File: config.mk
export PLATFORM = sky130hd
export DESIGN_NAME = writeback_stage
export DESIGN_NICKNAME = d
export VERILOG_FILES = /design/src/rtl/writeback_stage_pkg.sv /design/src/rtl/mux2to1.sv /design/src/rtl/wb_timeout_counter.sv /design/src/rtl/writeback_stage.sv
export SDC_FILE = /design/constraint.sdc
export NUM_CORES = 1
export LEC_CHECK = 0
export CORE_UTILIZATION = 35
export CTS_BUF_LIST = sky130_fd_sc_hd__clkbuf_4
export DETAILED_ROUTE_END_ITERATION = 10
export PLACE_DENSITY = 0.72
export SETUP_SLACK_MARGIN = 0.2
export SLEW_MARGIN = 0
export SYNTH_ARGS = -nofsm -noshare
export SYNTH_HDL_FRONTEND = slang
export SYNTH_SLANG_ARGS = --single-unit
File: constraint.sdc
create_clock -name clk -period 3.2 [get_ports clk]
set_input_delay 0.48 -clock clk [delete_from_list [all_inputs] [get_ports clk]]
set_output_delay 0.48 -clock clk [all_outputs]
set_load 0.03 [all_outputs]
File: src/rtl/writeback_stage_pkg.sv
// rtl/writeback_stage_pkg.sv - shared writeback stage types and constants
package writeback_stage_pkg;

  // Writeback FSM states
  typedef enum logic [1:0] {
    IDLE      = 2'd0,
    WAIT_LOAD = 2'd1,
    COMMIT    = 2'd2
  } wb_state_t;

  // Register index that aliases the program counter
  localparam logic [3:0] WB_PC_REG = 4'd15;

  // Default datapath width of the CPU
  localparam int WB_WIDTH = 32;

endpackage

File: src/rtl/mux2to1.sv
// rtl/mux2to1.sv - generic two-input multiplexer
module mux2to1 #(
  parameter int WIDTH = 32
) (
  input  logic [WIDTH-1:0] d0,
  input  logic [WIDTH-1:0] d1,
  input  logic             s,
  output logic [WIDTH-1:0] y
);

  // Select d1 when s is high, otherwise d0
  assign y = s ? d1 : d0;

endmodule

File: src/rtl/wb_timeout_counter.sv
// rtl/wb_timeout_counter.sv - load-response wait counter with expiry flag
module wb_timeout_counter #(
  parameter int TIMEOUT = 64
) (
  input  logic clk,
  input  logic reset,
  input  logic clear,
  input  logic enable,
  output logic expired
);

  localparam int CW = $clog2(TIMEOUT);
  localparam logic [CW-1:0] LAST = CW'(TIMEOUT - 1);

  logic [CW-1:0] cnt;

  // Count wait cycles; hold at the last value so expiry stays asserted
  always_ff @(posedge clk or negedge reset) begin
    if (!reset) begin
      cnt <= '0;
    end else if (clear) begin
      cnt <= '0;
    end else if (enable && !expired) begin
      cnt <= cnt + 1'b1;
    end
  end

  // Expiry is reached on the final permitted wait cycle
  assign expired = (cnt == LAST);

endmodule

File: src/rtl/writeback_stage.sv
// rtl/writeback_stage.sv - MEM/WB register and register-file write port driver
module writeback_stage
  import writeback_stage_pkg::*;
#(
  parameter int         WIDTH   = WB_WIDTH,
  parameter int         TIMEOUT = 64,
  parameter logic [3:0] PC_REG  = WB_PC_REG
) (
  input  logic             clk,
  input  logic             reset,
  input  logic             valid_m,
  output logic             ready_m,
  input  logic             RegWriteM,
  input  logic             MemtoRegM,
  input  logic [3:0]       WA3M,
  input  logic [WIDTH-1:0] ALUOutM,
  input  logic             rdata_valid,
  input  logic [WIDTH-1:0] rdata,
  output logic             RegWriteW,
  output logic [3:0]       WA3W,
  output logic [WIDTH-1:0] ResultW,
  output logic             PCSrcW,
  output logic             load_err
);

  wb_state_t        state;
  logic             rw_q;
  logic [3:0]       wa3_q;
  logic             waiting;
  logic             accept;
  logic             expired;
  logic [WIDTH-1:0] result_sel;

  assign waiting = (state == WAIT_LOAD);
  assign ready_m = !waiting;
  assign accept  = valid_m && ready_m;

  // While waiting the only data source is the load response; otherwise the ALU result
  mux2to1 #(.WIDTH(WIDTH)) u_result_mux (
    .d0 (ALUOutM),
    .d1 (rdata),
    .s  (waiting),
    .y  (result_sel)
  );

  wb_timeout_counter #(.TIMEOUT(TIMEOUT)) u_timeout (
    .clk     (clk),
    .reset   (reset),
    .clear   (!waiting),
    .enable  (waiting),
    .expired (expired)
  );

  // Writeback FSM with registered write-port outputs
  always_ff @(posedge clk or negedge reset) begin
    if (!reset) begin
      state     <= IDLE;
      rw_q      <= 1'b0;
      wa3_q     <= '0;
      RegWriteW <= 1'b0;
      WA3W      <= '0;
      ResultW   <= '0;
      PCSrcW    <= 1'b0;
      load_err  <= 1'b0;
    end else begin
      RegWriteW <= 1'b0;
      PCSrcW    <= 1'b0;
      case (state)
        WAIT_LOAD: begin
          // A response on the expiry edge still commits
          if (rdata_valid) begin
            RegWriteW <= rw_q;
            WA3W      <= wa3_q;
            ResultW   <= result_sel;
            PCSrcW    <= rw_q && (wa3_q == PC_REG);
            state     <= COMMIT;
          end else if (expired) begin
            load_err <= 1'b1;
            state    <= IDLE;
          end
        end
        default: begin
          if (rdata_valid) begin
            load_err <= 1'b1;
          end
          if (accept) begin
            rw_q  <= RegWriteM;
            wa3_q <= WA3M;
            if (MemtoRegM && RegWriteM) begin
              state <= WAIT_LOAD;
            end else begin
              RegWriteW <= RegWriteM;
              WA3W      <= WA3M;
              ResultW   <= result_sel;
              PCSrcW    <= RegWriteM && (WA3M == PC_REG);
              state     <= COMMIT;
            end
          end else begin
            state <= IDLE;
          end
        end
      endcase
    end
  end

endmodule

* Yosys cells after proc, flatten, opt, wreduce, memory -nomap -nowiden
Index checks and enable logic that the tools add are counted.
** Word-level totals
- Flip-flop bits (word level) :: 52
- Memory bits (writable) :: 0
- Word-level logic and storage cells :: 61
- Input bits :: 74
- Memories :: 0
- Latch bits :: 0
- Output and inout bits :: 40
- Memory bits (read-only) :: 0
** Operators by class
- Divide/modulo/power cells :: 0
- Multipliers :: 0
- Shift-type cells :: 0
- Reductions and logical operators :: 13
- Magnitude comparators :: 0
- Equal/unequal tests :: 9
- Bitwise operators :: 1
- $add $sub $neg :: 1
- Muxes and demuxes :: 28
** Operators by type and width (number)
- two-way mux 32 bit :: 5
- two-way mux 4 bit :: 4
- two-way mux 1 bit :: 12
- two-way mux 6 bit :: 2
- two-way mux 2 bit :: 5
- == test 4 bit, second input constant :: 2
- adder 6 x 1 -> 6 bit, second input constant :: 1
- == test 6 bit, second input constant :: 1
- AND reduction 3 bit :: 2
- nonzero test 2 bit :: 3
- logical AND 1 bit :: 5
- inequality test 2 x 1 -> 1 bit, second input constant :: 2
- inequality test 2 bit, second input constant :: 2
- inequality test 3 x 2 -> 1 bit, second input constant :: 1
- == test 2 x 1 -> 1 bit, second input constant :: 1
- logical NOT 1 bit :: 2
- AND reduction 2 bit :: 1
- inverter 1 bit :: 1

* Depth between registers and ports, before layout
- Depth after elaboration :: 5
- Mapped depth :: 8
- Mapped depth without buffers :: 5

* Cells and area by module
Synthesis repeated with hierarchy kept, for this count alone.
** Unflattened totals
- Cell total of the unflattened synthesis :: 190
- Area, all modules :: 2830.2 µm²
** By module, submodules not included
- writeback_stage :: times used 1, area an instance 1905.6 µm², sequential area each 1151.1 µm², cells each 115
- mux2to1 :: times used 1, area an instance 544.3 µm², sequential area each 0.0 µm², cells each 36
- wb_timeout_counter :: times used 1, area an instance 380.4 µm², sequential area each 150.1 µm², cells each 39

* Least setup slack after synthesis
OpenSTA, ideal clock, no wires.
- Path type :: flip-flop to flip-flop
- From :: reg state[0]
- To :: reg ResultW[0]
- Path slack :: 1.287 ns
- Clock period less this slack :: 1.913 ns
- Path buffers :: 3
- Stages on the path, launching flop included :: 9
- Arrival time :: 1.788 ns
- Path through :: dfrtp_1 -> nand2b_1 -> buf_6 -> inv_4 -> buf_6 -> ha_1 -> a21oi_4 -> buf_12 -> mux2_4
** On the way
- Longest elaborated chain between the ends :: 5
- Elaborated cells between the ends (all ways) :: 12
** RTL lines
- from (decl) :: line writeback_stage.sv:26 : wb_state_t state;
- from (signal assigned) :: line writeback_stage.sv:57 : state <= IDLE;
- from (signal assigned) :: line writeback_stage.sv:76 : state <= COMMIT;
- from (signal assigned) :: line writeback_stage.sv:79 : state <= IDLE;
- == test 2 x 1 -> 1 bit :: line writeback_stage.sv:34 : assign waiting = (state == WAIT_LOAD);
- logical NOT 1 bit
- via ready_m :: line writeback_stage.sv:12 : output logic ready_m,
- logical AND 1 bit :: line writeback_stage.sv:36 : assign accept = valid_m && ready_m;
- nonzero test 2 bit (no line)
- AND reduction 3 bit (no line)
- to (signal assigned) :: line writeback_stage.sv:74 : ResultW <= result_sel;
- to (signal assigned) :: line writeback_stage.sv:94 : ResultW <= result_sel;
- to (decl) :: line writeback_stage.sv:21 : output logic [WIDTH-1:0] ResultW,
The timed path passes the listed nets, and every way through them passes these cells. The select of a mux whose other input is x is not followed.
A chain may end at the register's enable or synchronous reset.

* Worst setup path in the final report
- From :: reg state[1]
- To :: out ready_m
** On the way
- Longest elaborated chain between the ends :: 2
** RTL lines (line)
- == test 2 x 1 -> 1 bit :: writeback_stage.sv:34
- logical NOT 1 bit
- to (decl) :: writeback_stage.sv:12
Every way passes these cells.

==> results.rst <==
.. list-table::
   :header-rows: 1

   * - Metric
     - Value
   * - Run status
     - finished clean
   * - Wire length of the first global-routing pass
     - 9270 um
   * - DIE AREA
     - 8030 sq um
   * - Setup TNS
     - 0 ps
   * - Critical path fanouts, max
     - 10
   * - Number of synthesized flops with an enable pin
     - 0
   * - Total standard cell area after synthesis
     - 2690 sq um
   * - Initial cell density of the core
     - 0.366
   * - Clock tree from TritonCTS
     - yes
   * - Die span in y
     - 89.6 um
   * - Flops & latches, synth
     - 52
   * - Maximum number of pins on one net before global-route repair
     - 43
   * - Worst path slowest cell
     - clkdlybuf4s50_1
   * - Routed Antenna Nets
     - 0
   * - Average cell area after synthesis
     - 14.8 sq um
   * - Total number of vias
     - 1,860
   * - Proportion of layout cells with a drive suffix above 1
     - 0.293
   * - Count of unresolved DRC violations after routing
     - 0
   * - Library cells used by synthesis
     - 29
   * - Post-synthesis async set-or-reset flop share
     - 1.00
   * - Horizontal die dimension
     - 89.6 um
   * - Detailed-routing iteration count for the pre-antenna-repair pass
     - 4
   * - Count leader, synth
     - dfrtp_1
   * - Clock Sink Count
     - 52
   * - Antenna violations before repair
     - 0
   * - Dpl hpwl
     - 4260 um
   * - Final worst-path setup slack
     - 806 ps
   * - CP Cell Sequence
     - nand2b_1, clkdlybuf4s50_1
   * - Data arrival time of the worst path
     - 1910 ps
   * - Peak supply drop
     - 0.267 mV
   * - Most used flip-flop cell after synthesis
     - dfrtp_1
   * - DR vias/cell
     - 4.66
   * - Max_cap viols
     - 0
   * - Worst slew margin
     - 0.610
   * - CTS H-Tree Depth
     - 2
   * - Final estimated routing congestion in global placement
     - 0.723
   * - Later-pin clock latency in the skew report
     - 350 ps
   * - Post-route minimum period
     - 2390 ps
   * - Max-slew violation count
     - 0
   * - Number of top-level pins
     - 114
   * - Number of standard cells after synthesis
     - 182
   * - Vias in the first global route
     - 1,895
   * - Clock tree skew after final layout
     - 6.61 ps
   * - Final net count
     - 375
   * - Placeable core area
     - 7330 sq um
   * - DP Worst Slack
     - 649 ps
   * - Net count after synthesis
     - 258
   * - Worst reg-to-reg setup slack
     - 980 ps
   * - Setup Crit Path Kind
     - flip-flop to primary output
   * - Leakage Power
     - 1.65 nW
   * - # rows
     - 31
   * - Library cell used as clock root buffer
     - clkbuf_4
   * - Data required time of the worst path
     - 2720 ps
   * - Yosys top cell area share
     - 0.485
   * - Number of buffers inserted to repair setup after CTS
     - 0
   * - Leading post-synthesis cells by instance count
     - dfrtp_1, mux2_2, mux2_4
   * - Cts-stage hold buffer count
     - 0
   * - Power per cell area
     - 491 nW/um^2
   * - RSZ-0062 raised after global routing
     - no
   * - CTS clock-pin slew for the worst setup and hold paths
     - 140 ps
   * - Post-detailed-routing wire length
     - 5780 um
   * - Final Hold Violating Endpoints
     - 0
   * - Stage delay of the slowest cell on the critical path
     - 770 ps
   * - Actual transition at the worst max-transition pin
     - 584 ps
   * - Biggest area consumer among synthesized cells
     - dfrtp_1
   * - Kind of capture point of the worst setup path
     - primary output
   * - Global routing usage summed across all routing layers
     - 0.153
   * - Longest Clk Path Bufs
     - 2
   * - Total congestion overflow
     - 0
   * - Setup violations, final
     - 0
   * - Number of buffers added on ports
     - 113
   * - Number of buffers inserted during clock tree synthesis
     - 5
   * - Number of antenna diodes
     - 0
   * - Sequential fraction of the synthesis area
     - 0.485
   * - Layout overhead on the synthesized area
     - 46.4%
   * - Average wire per cell in the routed design
     - 14.5 um
   * - Cts repair resizes
     - 0
   * - Starting DRT DRC Count
     - 57
   * - Final period utilization
     - 0.748
   * - Most area-consuming cells after synthesis
     - dfrtp_1, mux2_2, mux2_4
   * - Kind of start point of the critical path
     - flip-flop
   * - Achievable frequency
     - 0.418 GHz
   * - HP Class
     - input pin to async pin
   * - Yosys warning total
     - 0
[cells by family (layout without fill, tap and decap cells)]
logic type	after synthesis	in the layout	synth area share
DFF	52	52	0.485
AOI/OAI and AO/OA	18	18	0.0503
and+or+nand+nor	22	22	0.0452
adders and majority gates	2	2	0.00932
muxes	76	76	0.361
buffers and inverters	12	130	0.0499
[power breakdown]
group          total (mW)  switching [mW]  internal (mW)
clock               0.350           0.190          0.160
sequential          0.822          0.0614          0.760
combinational       0.757           0.344          0.413
total                1.93           0.596           1.33
[flip-flops by register name (all words and copies together), names as in the netlist]
register	cells
WA3W	4
load_err	1
PCSrcW	1
u_timeout.cnt	6
rw_q	1
RegWriteW	1
ResultW	32
wa3_q	4
state	2
[final cells by class]
type / instances / area, sq um
Timing Repair Buffer: 118 / 1160
Clock inverter: 3 / 37.5
Sequential cell: 52 / 1300
Tap cell: 99 / 124
Fill cell: 622 / 3400
Inverter: 4 / 17.5
Clock buffer: 5 / 37.5
Multi-Input combinational cell: 118 / 1250
[routing by layer]
metal	global-route usage	vias to the layer above	part of all wire
met2	0.244	66	0.48
met1	0.201	896	0.44
met4	0.0390	0	0.0090
li1	-	893	-
met3	0.0512	5	0.075
met5	0	-	0
[worst max-delay path, delay by kind of cell, from the launching register on]
| kind | cells | cell delay (ps) |
|---|---|---|
| and+or+nand+nor | 1 | 450 |
| buffers and inverters | 1 | 770 |
| DFF | 1 | 340 |
[layout by cell type (no fill, tap or decap), types with 2 or more instances in the layout]
master / n
and3_1: 2
a31oi_1: 2
nor3_1: 4
o21ai_0: 5
buf_4: 5
clkbuf_4: 5
mux2_4: 30
inv_1: 3
dfrtp_1: 52
clkinv_1: 2
clkdlybuf4s50_1: 112
ha_1: 2
nand3_1: 5
mux2_2: 42
a21oi_1: 3
nand4_1: 2
mux2_1: 4
nand2_1: 4
and4_1: 2
[through the flow]
step	instances	utilization	instance area (sq um)	hold slack, ps	power (mW)
after floorplan	182	-	2690	184	1.27
after global placement	391	0.526	3860	478	1.59
after detailed placement	391	0.526	3860	495	1.60
after CTS	399	0.536	3930	104	1.96
after global routing	399	0.536	3930	111	2.03
final	399	0.536	3930	108	1.93
[path summary, 6_finish.rpt]
kind,startpoint,end,depth (start not counted)
max reg2reg,state[1],ResultW[15],6
min in group clk,u_timeout.cnt[3],u_timeout.cnt[3],1
min,reset,ResultW[0],1
min reg2reg,u_timeout.cnt[3],u_timeout.cnt[3],1
max in group asynchronous,reset,ResultW[23],2
max,state[1],ready_m,2
Power figures use the tool's default switching activity.
